$ cat config.mk
export PLATFORM = sky130hd
export DESIGN_NAME = truth_table_sequencer
export DESIGN_NICKNAME = d
export VERILOG_FILES = /design/src/rtl/truth_table_pkg.sv /design/src/rtl/truth_table_sequencer_settle_timer.sv /design/src/rtl/truth_table_sequencer.sv
export SDC_FILE = /design/constraint.sdc
export NUM_CORES = 1
export LEC_CHECK = 0
export BUFFER_PORTS_ARGS = -buffer_cell sky130_fd_sc_hd__buf_2
export CELL_PAD_IN_SITES_DETAIL_PLACEMENT = 0
export CELL_PAD_IN_SITES_GLOBAL_PLACEMENT = 1
export CORE_AREA = 2 2 71 73
export CTS_CLUSTER_SIZE = 40
export DETAILED_ROUTE_END_ITERATION = 16
export DIE_AREA = 0 0 73 75
export PLACE_DENSITY_LB_ADDON = 0.1
export SLEW_MARGIN = 20
export SYNTH_ARGS = -nofsm -noshare
export SYNTH_HDL_FRONTEND = slang
export SYNTH_HIERARCHICAL = 1
export SYNTH_SLANG_ARGS = --single-unit
export TNS_END_PERCENT = 1
$ cat constraint.sdc
create_clock -name clk -period 2 [get_ports clk]
set_input_delay 0 -clock clk [delete_from_list [all_inputs] [get_ports clk]]
set_output_delay 0 -clock clk [all_outputs]
set_load 0.03 [all_outputs]
$ cat src/rtl/truth_table_pkg.sv
// Shared types and sizes for the breadboard truth-table sequencer.
// One scan walks every 4-bit input vector and captures the 10 function outputs.
package truth_table_pkg;

    localparam int ROW_COUNT  = 16;
    localparam int INPUT_BITS = 4;
    localparam int FUNC_BITS  = 10;

    typedef enum logic [1:0] {
        IDLE,
        SETTLE,
        OUTPUT,
        DONE
    } seq_state_t;

endpackage

$ cat src/rtl/truth_table_sequencer_settle_timer.sv
// Settle timer: 8-bit down-counter whose expired flag marks the last SETTLE cycle.
// A cleared timer spends its first running cycle loading, so the opening row of a scan gets one extra cycle.
module settle_timer #(
    parameter int unsigned SETTLE_CYCLES = 4
) (
    input  logic clk,
    input  logic rst,
    input  logic clear,
    input  logic load,
    input  logic run,
    output logic expired
);

    localparam logic [7:0] RELOAD = 8'(SETTLE_CYCLES - 1);

    logic [7:0] count;
    logic       armed;

    always_ff @(posedge clk or posedge rst) begin
        if (rst) begin
            count <= 8'd0;
            armed <= 1'b0;
        end else if (clear) begin
            count <= 8'd0;
            armed <= 1'b0;
        end else if (load) begin
            count <= RELOAD;
            armed <= 1'b1;
        end else if (run) begin
            if (!armed) begin
                count <= RELOAD;
                armed <= 1'b1;
            end else if (count != 8'd0) begin
                count <= count - 8'd1;
            end
        end
    end

    assign expired = run && armed && (count == 8'd0);

endmodule

$ cat src/rtl/truth_table_sequencer.sv
// Drives each input vector onto the breadboard, waits for it to settle, and
// hands the sampled outputs to a consumer with a valid/ready row interface.
module truth_table_sequencer
    import truth_table_pkg::*;
#(
    parameter int unsigned SETTLE_CYCLES = 4
) (
    input  logic                  clk,
    input  logic                  rst,
    input  logic                  start,
    input  logic                  abort,
    output logic                  w,
    output logic                  x,
    output logic                  y,
    output logic                  z,
    input  logic [FUNC_BITS-1:0]  f,
    output logic                  row_valid,
    input  logic                  row_ready,
    output logic [INPUT_BITS-1:0] row_index,
    output logic [FUNC_BITS-1:0]  row_data,
    output logic                  busy,
    output logic                  done
);

    localparam logic [INPUT_BITS-1:0] LAST_ROW = INPUT_BITS'(ROW_COUNT - 1);

    seq_state_t            state;
    logic [INPUT_BITS-1:0] index;
    logic                  settle_expired;
    logic                  accept;

    assign accept = (state == OUTPUT) && row_ready && !abort;

    settle_timer #(
        .SETTLE_CYCLES(SETTLE_CYCLES)
    ) u_settle_timer (
        .clk     (clk),
        .rst     (rst),
        .clear   ((state == IDLE) && start),
        .load    (accept),
        .run     (state == SETTLE),
        .expired (settle_expired)
    );

    // The index register is itself the vector driven to the breadboard.
    assign {w, x, y, z} = index;
    assign busy         = (state != IDLE);

    always_ff @(posedge clk or posedge rst) begin
        if (rst) begin
            state     <= IDLE;
            index     <= '0;
            row_valid <= 1'b0;
            row_index <= '0;
            row_data  <= '0;
            done      <= 1'b0;
        end else begin
            done <= 1'b0;
            if (abort && state != IDLE) begin
                state     <= IDLE;
                row_valid <= 1'b0;
            end else begin
                case (state)
                    IDLE: begin
                        if (start) begin
                            index <= '0;
                            state <= SETTLE;
                        end
                    end
                    SETTLE: begin
                        if (settle_expired) begin
                            row_data  <= f;
                            row_index <= index;
                            row_valid <= 1'b1;
                            state     <= OUTPUT;
                        end
                    end
                    OUTPUT: begin
                        if (row_ready) begin
                            row_valid <= 1'b0;
                            if (index == LAST_ROW) begin
                                state <= DONE;
                                done  <= 1'b1;
                            end else begin
                                index <= index + 1'b1;
                                state <= SETTLE;
                            end
                        end
                    end
                    DONE:    state <= IDLE;
                    default: state <= IDLE;
                endcase
            end
        end
    end

endmodule

==> reports/metrics.yaml <==
drc: 0
power.leakage_uw: 0.00113
pin_count_of_the_biggest_net_entering_global_routing: 23
yosysUniqueCellTypes: 42
power.density_nw_per_um2: 1510
regToRegStartpoint: "u_settle_timer/count[0]$_DFFE_PP0P_"
outcome: "finished, violations left"
groute.usage.overall_pct: 15.9
floorplan.rows: 25
p_total_uw: 3490
number_of_antenna_violations_at_the_first_check_in_global_routing: 0
die_width_um: 73
maxClockFrequency_mhz: 478
initial_core_util_pct: 37.0
crit_chain: "inv_1 > ha_1 > or4b_4 > nor3_4 > nand2_2 > nor2_8 > buf_12 > mux2_2"
finalWorstPathRequiredPeriod_ns: 2.09
n_antenna_cell: 0
max_slew.worst_pin.slew_ns: 0.842
first_iter_violations: 38
yosys.area.top_type_share_pct: 44.9
timing.critical_path.fanout_max: 10
synthTopCellsByCount: "dfrtp_1 (31), inv_1 (12), nand2_1 (12)"
io_pins: 36
core-area_um2: 4660
timing.critical_path.from_type: "flip-flop"
synth_enable_flop_cells: 0
vias: 1453
cell_area_after_layout_um2: 2320
standard_cell_with_the_maximum_stage_delay_on_the_critical_path: "or4b_4"
per_cell_via_count_in_the_routed_design: 5.17
numClockSinks: 31
timing.final.crit_share_pct: 105
hold-path-endpoint: "done$_DFF_PP0_"
asyncSetResetFlopFracSynth_pct: 100
cpLargestDelayFamily: "simple AND/OR/NAND/NOR gates"
gpl.final_weighted_congestion: 0.825
route.antenna.remaining_nets: 0
hold_path.class: "in2reg"
layout.core_utilization_pct: 49.7
number_of_search_and_repair_iterations_in_the_first_detailed_routing_pass: 4
hpwl_um: 2830
yosys_warnings: 6
worstHoldStart: "row_ready"
fin_skew_ns: 0.00368
setup.worst_path.end_class: "flip-flop"
finalWirelength_um: 3950
longest_clk_path_bufs: 2
post_synth_inst_count: 158
first_global_vias: 1450
grt_pass1_wl_um: 6660
nets: 250
tritoncts_clock_tree: "built"
rr_worst_depth: 8
synthDominantAreaCellType: "dfrtp_1"
final_hold_vio_count: 0
finalMaxSlewViolations: 0
vdd.ir_drop.worst_uv: 610
clock_network_latency_to_the_later_pin_of_the_worst_skew_pair_ns: 0.28
io_buffers: 35
synth.net_count: 181
rr_endpoint: "row_data[7]$_DFFE_PP0P_"
yosysMostFrequentCell: "dfrtp_1"
post_synth_instance_area_um2: 1730
post_dp_cell_area_um2: 2100
dpl_worst_slack_ns: -0.0824
setup_total_negative_slack_ns: -0.806
post_drt_wl_per_cell_um: 14.1
ys_seq_elements: 31
worstHoldPathCells: 3
post-cts-setup-buffer-count: 0
setup_ws_ns: -0.0913
yosysSeqAreaShare_pct: 44.9
critPathMaxStageDelay_ns: 0.49
worst-setup-path-type: "reg2reg"
grt_overflow: 0
number_of_setup_violations_in_the_final_report: 15
postSynth.topFlopCell: "dfrtp_1"
syn_avg_cell_area_um2: 10.9
critPathRequiredTime_ns: 2.16
rsz0062_at_grt: "yes"
area_delta_synth_final_pct: 34.1
synth.top_cells.by_area: "dfrtp_1 (45%), mux2_4 (8.7%), ha_1 (5.8%)"
fp.dieArea_um2: 5480
cp.buffers_inverters: 2
timing.max_slew.rel_slack_pct: 43.8
worst-endpoint-arrival_ns: 2.25
number_of_max_cap_violations: 0
failing_checks: "setup timing"
dieHeight_um: 75
clk_transition_reported_paths_ns: 0.07
cts_max_level: 2
reg2reg_slack_ns: -0.09
cts_buffers: 5
post_route_cells_drive_above_1_share_pct: 39.2
ctsRootBufferMaster: "clkbuf_8"
-- cells in the final DEF (no fill, tap or decap), drive strengths merged, types with 5 or more instances in the layout --
cell	netlist	final
buf	2	54
dfrtp	31	31
mux2	15	15
inv	12	12
dlygate4sd3	0	12
nand2	12	12
nor2	12	12
ha	8	8
nor3	7	7
clkbuf	2	6
nand3	5	5
nand2b	5	5
-- cell families (layout without fill, tap and decap cells) --
family,Yosys count,count (layout),share of synthesized area [%]
muxes,19,19,14.3
adders and majority gates,8,8,5.80
and+or+nand+nor,58,58,18.8
buffers and inverters,16,85,5.00
DFF,31,31,44.9
AOI/OAI and AO/OA,26,26,11.2
-- report_power, final --
group | internal [uW] | total (uW) | switching (uW)
Clock | 270 | 500 | 231
Sequential | 858 | 999 | 142
Combinational | 879 | 1990 | 1120
-- through the flow --
step | cells | hold WS (ns)
after floorplan | 158 | -0.172
after detailed placement | 262 | 0.00497
after CTS | 281 | 0.0642
after global placement | 262 | 0.00326
final | 281 | 0.0720
after global routing | 281 | 0.0834
-- cell type report --
cell class | instances | area, um2
inverters | 12 | 45.0
clock buffers | 6 | 82.6
multi-input cells | 111 | 890
flip-flops and latches | 31 | 776
fillers | 436 | 2340
well taps | 54 | 67.6
clock inverters | 1 | 5.00
repair buffers | 66 | 450
-- flip-flops by register name (all words and copies together) (netlist names) --
register,count
row_index,4
state,2
index,4
u_settle_timer/armed,1
done,1
u_settle_timer/count,8
row_valid,1
row_data,10
-- metal layers --
metal  vias to the layer above  share of wire, %  track usage (%)
met5                         -                 0                0
met4                         0               1.3             5.76
met3                         6               3.9             4.15
met2                        35                45             25.8
met1                       706                49             20.6
li1                        706                 -                -
-- worst max path at each step --
stage	start	endpoint	slack (ns)	cells after the start
after detailed placement	u_settle_timer/count[0]$_DFFE_PP0P_	row_data[7]$_DFFE_PP0P_	-0.08	8
final	u_settle_timer/count[0]$_DFFE_PP0P_	row_data[7]$_DFFE_PP0P_	-0.09	8
after floorplan	u_settle_timer/count[0]$_DFFE_PP0P_	row_data[0]$_DFFE_PP0P_	-0.07	8
after global placement	u_settle_timer/count[0]$_DFFE_PP0P_	row_data[5]$_DFFE_PP0P_	-0.04	8
after CTS	u_settle_timer/count[0]$_DFFE_PP0P_	row_data[7]$_DFFE_PP0P_	-0.1	8
after global routing	u_settle_timer/count[1]$_DFFE_PP0P_	row_data[7]$_DFFE_PP0P_	-0.17	8
-- worst min-delay path, delay by kind of cell --
family / cells / cell delay (ns)
AND/OR/NAND/NOR: 2 / 0.20
buffers and inverters: 1 / 0.11
-- timing repair --
item	4_1_cts	5_1_grt
hold buffers	12	0
gates resized for setup	1	3
endpoints found under the setup margin	17	20
pin swaps	1	1
hold endpoints to repair	42	0
(Power assumes the default switching activity.)
